===== config.mk =====
export PLATFORM = sky130hd
export DESIGN_NAME = fsm_steer
export DESIGN_NICKNAME = d
export VERILOG_FILES = /design/src/rtl/fsm_steer.sv
export SDC_FILE = /design/constraint.sdc
export NUM_CORES = 1
export LEC_CHECK = 0
export CORE_MARGIN = 5
export CORE_UTILIZATION = 52
export DETAILED_ROUTE_END_ITERATION = 10
export PLACE_DENSITY = 0.94
export SETUP_SLACK_MARGIN = 0.05
export SLEW_MARGIN = 5
export SYNTH_ARGS = -nofsm -noshare
export SYNTH_HDL_FRONTEND = slang
export SYNTH_SLANG_ARGS = --single-unit

===== constraint.sdc =====
create_clock -name clk -period 3.9 [get_ports clk]
set_clock_uncertainty 0.15 [all_clocks]
set_input_delay 0.78 -clock clk [delete_from_list [all_inputs] [get_ports clk]]
set_output_delay 0.78 -clock clk [all_outputs]
set_load 0.005 [all_outputs]

===== src/rtl/fsm_steer.sv =====
// fsm_steer: steers a one-hot Moore FSM toward a requested w output by issuing q command pulses
module fsm_steer #(
    parameter int MAX_HOPS = 4
) (
    input  logic       clk,
    input  logic       reset,
    input  logic       req_valid,
    input  logic [2:0] req_target,
    output logic       req_ready,
    input  logic [2:0] w_obs,
    output logic [2:0] q,
    output logic       busy,
    output logic       done,
    output logic       err,
    output logic [1:0] err_code
);
    localparam int HW = $clog2(MAX_HOPS + 1);
    typedef enum logic [1:0] {IDLE, DRIVE, HOLD, CHECK} state_t;
    state_t state_q, state_d;
    logic [2:0] tgt_q, tgt_d, q_q, q_d;
    logic [HW-1:0] hops_q, hops_d;
    logic done_q, done_d, err_q, err_d;
    logic [1:0] code_q, code_d;
    function automatic logic legal(input logic [2:0] x);
        return x == 3'b100 || x == 3'b001 || x == 3'b010;
    endfunction
    function automatic logic [2:0] cmd(input logic [2:0] w, input logic [2:0] t);
        return w == 3'b100 ? (t == 3'b001 ? 3'b100 : 3'b010) :
               w == 3'b001 ? 3'b001 : (t == 3'b100 ? 3'b001 : 3'b100);
    endfunction
    always_comb begin
        state_d = state_q;
        tgt_d   = tgt_q;
        hops_d  = hops_q;
        q_d     = 3'b000;
        done_d  = 1'b0;
        err_d   = 1'b0;
        code_d  = code_q;
        unique case (state_q)
            IDLE: if (req_valid) begin
                tgt_d = req_target;
                if (legal(req_target)) begin
                    state_d = DRIVE;
                    hops_d  = '0;
                end else begin
                    err_d  = 1'b1;
                    code_d = 2'b01;
                end
            end
            DRIVE: if (w_obs == tgt_q) begin
                done_d  = 1'b1;
                state_d = IDLE;
            end else if (!legal(w_obs)) begin
                err_d   = 1'b1;
                code_d  = 2'b10;
                state_d = IDLE;
            end else begin
                q_d     = cmd(w_obs, tgt_q);
                hops_d  = hops_q + 1'b1;
                state_d = HOLD;
            end
            HOLD: state_d = CHECK;
            CHECK: if (w_obs == tgt_q) begin
                done_d  = 1'b1;
                state_d = IDLE;
            end else if (!legal(w_obs)) begin
                err_d   = 1'b1;
                code_d  = 2'b10;
                state_d = IDLE;
            end else if (hops_q == HW'(MAX_HOPS)) begin
                err_d   = 1'b1;
                code_d  = 2'b11;
                state_d = IDLE;
            end else begin
                state_d = DRIVE;
            end
            default: state_d = IDLE;
        endcase
    end
    always_ff @(posedge clk) begin
        if (reset) begin
            state_q <= IDLE;
            tgt_q   <= 3'b000;
            hops_q  <= '0;
            q_q     <= 3'b000;
            done_q  <= 1'b0;
            err_q   <= 1'b0;
            code_q  <= 2'b00;
        end else begin
            state_q <= state_d;
            tgt_q   <= tgt_d;
            hops_q  <= hops_d;
            q_q     <= q_d;
            done_q  <= done_d;
            err_q   <= err_d;
            code_q  <= code_d;
        end
    end
    assign req_ready = state_q == IDLE;
    assign busy      = state_q != IDLE;
    assign q         = q_q;
    assign done      = done_q;
    assign err       = err_q;
    assign err_code  = code_q;
endmodule


Word-level counts from Yosys, hierarchy flattened
Cells that the tools add are included.
{"block": "op_classes", "reduce_logical": 15, "bitwise": 3, "mux": 34, "n_addsub": 1, "eq_ne": 21}
{"cell": "$mux W3", "count": 8}
{"cell": "$mux W2", "count": 11}
{"cell": "$eq A3 B3 Y1 const B", "count": 4}
{"cell": "$ne A2 B2 Y1 const B", "count": 6}
{"cell": "$mux W1", "count": 11}
{"cell": "$eq A3 B1 Y1 const B", "count": 3}
{"cell": "$pmux W2 S4", "count": 1}
{"cell": "$reduce_and A7 Y1", "count": 1}
{"cell": "$eq A3 B2 Y1 const B", "count": 2}
{"cell": "$pmux W2 S3", "count": 1}
{"cell": "$pmux W3 S2", "count": 1}
{"cell": "$reduce_and A5 Y1", "count": 1}
{"cell": "$eq A2 B2 Y1 const B", "count": 2}
{"cell": "$logic_or A1 B1 Y1", "count": 4}
{"cell": "$reduce_and A2 Y1", "count": 2}
{"cell": "$reduce_bool A2 Y1", "count": 2}
{"cell": "$reduce_or A2 Y1", "count": 2}
{"cell": "$reduce_or A4 Y1", "count": 1}
{"cell": "$add A3 B1 Y3 const B", "count": 1}
{"cell": "$eq A3 B3 Y1", "count": 1}
{"cell": "$ne A3 B3 Y1 const B", "count": 1}
{"cell": "$not A1 Y1", "count": 3}
{"cell": "$pmux W1 S3", "count": 1}
{"cell": "$reduce_bool A3 Y1", "count": 1}
{"cell": "other kinds (3)", "count": 3}
{"block": "totals", "elab_cells": 81, "reg_bits": 15, "output_inout_bits": 9, "input_bits": 9}

Longest topological paths before layout
{"block": "logic_depth", "word_depth": 6, "ltp_mapped": 8, "ltp_nobuf": 6}

Worst setup path before layout
Ideal clock, no wire load.
{"block": "synth_path", "path_type": "input -> register", "start": "input port w_obs[0]", "end": "register hops_q[0]", "path_stages": 6, "setup_time_ns": 0.131, "setup_slack_ns": 1.667, "t_arrival_ns": 1.952, "cell_sequence": "buf_6 -> or4b_1 -> a21o_1 -> and3_4 -> mux2i_1 -> o22ai_1"}
{"block": "synth_via", "elab_chain_cells": 5}
{"item": "start, declared", "line_no": "10", "rtl": "input logic [2:0] w_obs,"}
{"item": "$eq A3 B3 Y1 / $eq A3 B1 Y1 (equally long branches)", "line_no": "25", "rtl": "return x == 3'b100 || x == 3'b001 || x == 3'b010;"}
{"item": "$logic_or A1 B1 Y1 (2 in a row)", "line_no": "25"}
{"item": "$ne A2 B2 Y1 (no source line)"}
{"item": "$reduce_and A5 Y1 (no source line) (*)"}
{"item": "end signal, assigned", "line_no": "92", "rtl": "hops_q <= hops_d;"}
{"item": "end, declared", "line_no": "21", "rtl": "logic [HW-1:0] hops_q, hops_d;"}
Every way passes the cells marked *; elsewhere a longest branch is shown, timed or not.
A chain may end at the register's enable or synchronous reset.

==> impl_metrics.tcl <==
set metrics [dict create \
    outcome "complete, no violations" \
    crit_path_max_fanout 10 \
    clock_path_buffers 2 \
    postSynth.topFlopCell "sky130_fd_sc_hd__dfxtp_1" \
    pre_cts_slack_ns 1.11 \
    detailedRoute.firstIterationViolations 23 \
    final_clock_period_utilization_by_the_worst_path 0.654 \
    place.detailed.hpwl_um 1390 \
    routed_wire_per_std_cell_um 13.7 \
    crit_path_class "flip-flop to primary output" \
    synth_top_cells_by_area "sky130_fd_sc_hd__dfxtp_1 (36%), sky130_fd_sc_hd__mux2i_1 (6.0%), sky130_fd_sc_hd__nor2_1 (5.4%)" \
    residual_overflow_from_global_routing 0 \
    synth.ff_latch_count 15 \
    maxCapViolCount 0 \
    async_reset_ff_frac 0 \
    worst_hold_margin_ns 0.316 \
    finalMaxSlewViolations 0 \
    post_synth.cell_area_avg_um2 8.32 \
    syn2layout_area_growth_pct 22.1 \
    critical_path.endpoint_type "primary output" \
    maxClockFrequency_mhz 392 \
    first_global_vias 733 \
    grt_antenna_before_repair 0 \
    timing.critical_path.from_type "flip-flop" \
    synthCells 100 \
    netlist_area_um2 832 \
    power-per-cell-area_nw_per_um2 324 \
    dieArea_um2 2500 \
    data_arrival_time_at_the_worst_slack_endpoint_ns 1.62 \
    relSlewSlack 0.654 \
    crit_path_top_delay_cell "sky130_fd_sc_hd__clkdlybuf4s50_1" \
    layout-drive-gt1-share 0.0522 \
    max_slew.worst_pin.slew_ns 0.517 \
    timing.critical_path.required_ns 2.97 \
    postSynthNetCount 111 \
    fin_tns_setup_ns 0 \
    synth_seq_area_share 0.361 \
    routed_metal_1_wire_length_um 760 \
    clock_sink_count 15 \
    die_height_um 50 \
    timing.hold.worst.class "flip-flop to flip-flop" \
    final_antenna_net_count 0 \
    layout.cells.non_filler 131 \
    vias_per_inst 5.80 \
    htree_levels 1 \
    placedCellCount 127 \
    die_width_um 50 \
    route.final.wire_length_um 1800 \
    layout.nets 127 \
    numPortBuffers 17 \
    topRoutingLayerUsed "met4" \
    vdd_ir_drop_max_v 0.000242 \
    synth_largest_type_area_fraction 0.361 \
    antennaDiodeCount 0 \
    finalWorstPathRequiredPeriod_ns 2.55 \
    crit_path_max_incr_delay_ns 0.50 \
    grt_max_degree 17 \
    final-setup-viol-count 0 \
    yosysUniqueCellTypes 36 \
    postCtsSetupBuffers 0 \
    cts_hold_repair.buffers 0 \
    drt_first_pass_iters 4 \
    n_fill_cell 120 \
    postLayoutSetupSlackWorst_ns 1.35 \
    global_route_wire_length_before_repair_um 3120 \
    postLayoutCoreUtil 0.674 \
    cts_buffers 3 \
    routabilityCongestion 0.824 \
    floorplan.initialDensity 0.552 \
    clk-insertion-delay-late_ns 0.29 \
    total_of_cells_resized_after_clock_tree_synthesis 0 \
    total_routing_usage_reported_by_global_routing 0.159 \
    cts_tree "built" \
    route.detailed.drc 0 \
    netlist.top_cell.by_area "sky130_fd_sc_hd__dfxtp_1" \
    clk_transition_reported_paths_ns 0.09 \
    wl_met3_um 136 \
    num_vias 760 \
    ioPinCount 18 \
    floorplan.rows 14 \
    routed-wl-met2_um 844 \
    synth.yosys.warnings 0 \
    timing.final.hold_violations 0 \
    rsz_0062_raised_after_global_routing "no" \
    leak_nw 0.381 \
    cts.root.buffer_cell "sky130_fd_sc_hd__clkbuf_4" \
    core_region_area_um2 1510 \
    timing.critical_path.cells "or2_2 > inv_1 > clkdlybuf4s50_1" \
    synth_edf_count 0 \
]
-- sequential cells by signal, indices dropped and copies added (netlist names), named ones only --
name,count
err_code,2
tgt_q,3
hops_q,3
state_q,1
q,3
done,1
err,1
-- path summary, 6_finish.rpt --
path,end,depth (start not counted),slack [ns],start
setup / recovery,req_ready,3,1.35,flip-flop
hold / removal,err_code[1],2,0.32,err_code[1]
hold reg to reg,err_code[1],2,0.32,err_code[1]
setup reg to reg,hops_q[1],5,2.07,tgt_q[2]
-- cell families (layout without fill, tap and decap cells) --
| family | Yosys count | count (layout) | synth area share |
|---|---|---|---|
| xor+xnor | 6 | 6 | 0.0632 |
| fa+ha+maj | 2 | 2 | 0.0301 |
| simple gates | 36 | 36 | 0.236 |
| flops | 15 | 15 | 0.361 |
| compound gates | 24 | 24 | 0.182 |
| mux | 5 | 5 | 0.0602 |
| buf+inv | 12 | 27 | 0.0677 |
-- where the power goes --
group          switching [W]   total, W  internal (W)
logic              0.0000337  0.0000711     0.0000373
clock network      0.0000509  0.0000891     0.0000382
registers         0.00000830   0.000168      0.000160
total              0.0000930   0.000329      0.000236
-- metal layers --
metal,global-route usage,vias up
met5,0,-
met4,0.100,0
met3,0.0422,7
met2,0.247,26
met1,0.188,348
li1,-,379
-- synth_stat cells, drive strengths merged, types with 3 or more instances --
cell type and instances:
a21oi 8, and3 3, buf 4, dfxtp 15, inv 6, mux2i 5
nand2 6, nand2b 3, nor2 12, o21ai 5, xnor2 4
-- worst max-delay path: cells and delay by family, from the launching register on --
family,cells,cell delay (ns)
buffers and inverters,2,0.57
flip-flops,1,0.40
AND/OR/NAND/NOR,1,0.36
-- per-stage QoR --
stage | power (W) | instance area (um^2)
5_1_grt | 0.000348 | 1020
4_1_cts | 0.000331 | 1020
3_5_place_dp | 0.000242 | 988
6_report | 0.000329 | 1020
3_3_place_gp | 0.000239 | 988
2_1_floorplan | 0.000215 | 832
-- layout make-up --
type	instances	area [um^2]	area share
Multi-Input combinational cell	73	475	0.468
Sequential cell	15	300	0.296
Timing Repair Buffer	17	170	0.167
Clock buffer	3	22.5	0.0222
Inverter	6	22.5	0.0222
Tap cell	16	20.0	0.0197
Clock inverter	1	5.00	0.00493
-- cells in the final DEF, fill, tap and decap left out, types with 2 or more instances in the layout --
cell	netlist	layout
sky130_fd_sc_hd__a21o_1	2	2
sky130_fd_sc_hd__a21oi_1	8	8
sky130_fd_sc_hd__and3_1	2	2
sky130_fd_sc_hd__clkbuf_4	0	3
sky130_fd_sc_hd__clkdlybuf4s50_1	0	17
sky130_fd_sc_hd__dfxtp_1	15	15
sky130_fd_sc_hd__ha_1	2	2
sky130_fd_sc_hd__inv_1	6	6
sky130_fd_sc_hd__mux2i_1	5	5
sky130_fd_sc_hd__nand2_1	6	6
sky130_fd_sc_hd__nand2b_1	3	3
sky130_fd_sc_hd__nand3b_1	2	2
sky130_fd_sc_hd__nor2_1	12	12
sky130_fd_sc_hd__o211ai_1	2	2
sky130_fd_sc_hd__o21ai_0	5	5
sky130_fd_sc_hd__xnor2_1	4	4
sky130_fd_sc_hd__xor2_1	2	2
No activity file was read; power rests on OpenSTA's default activity.
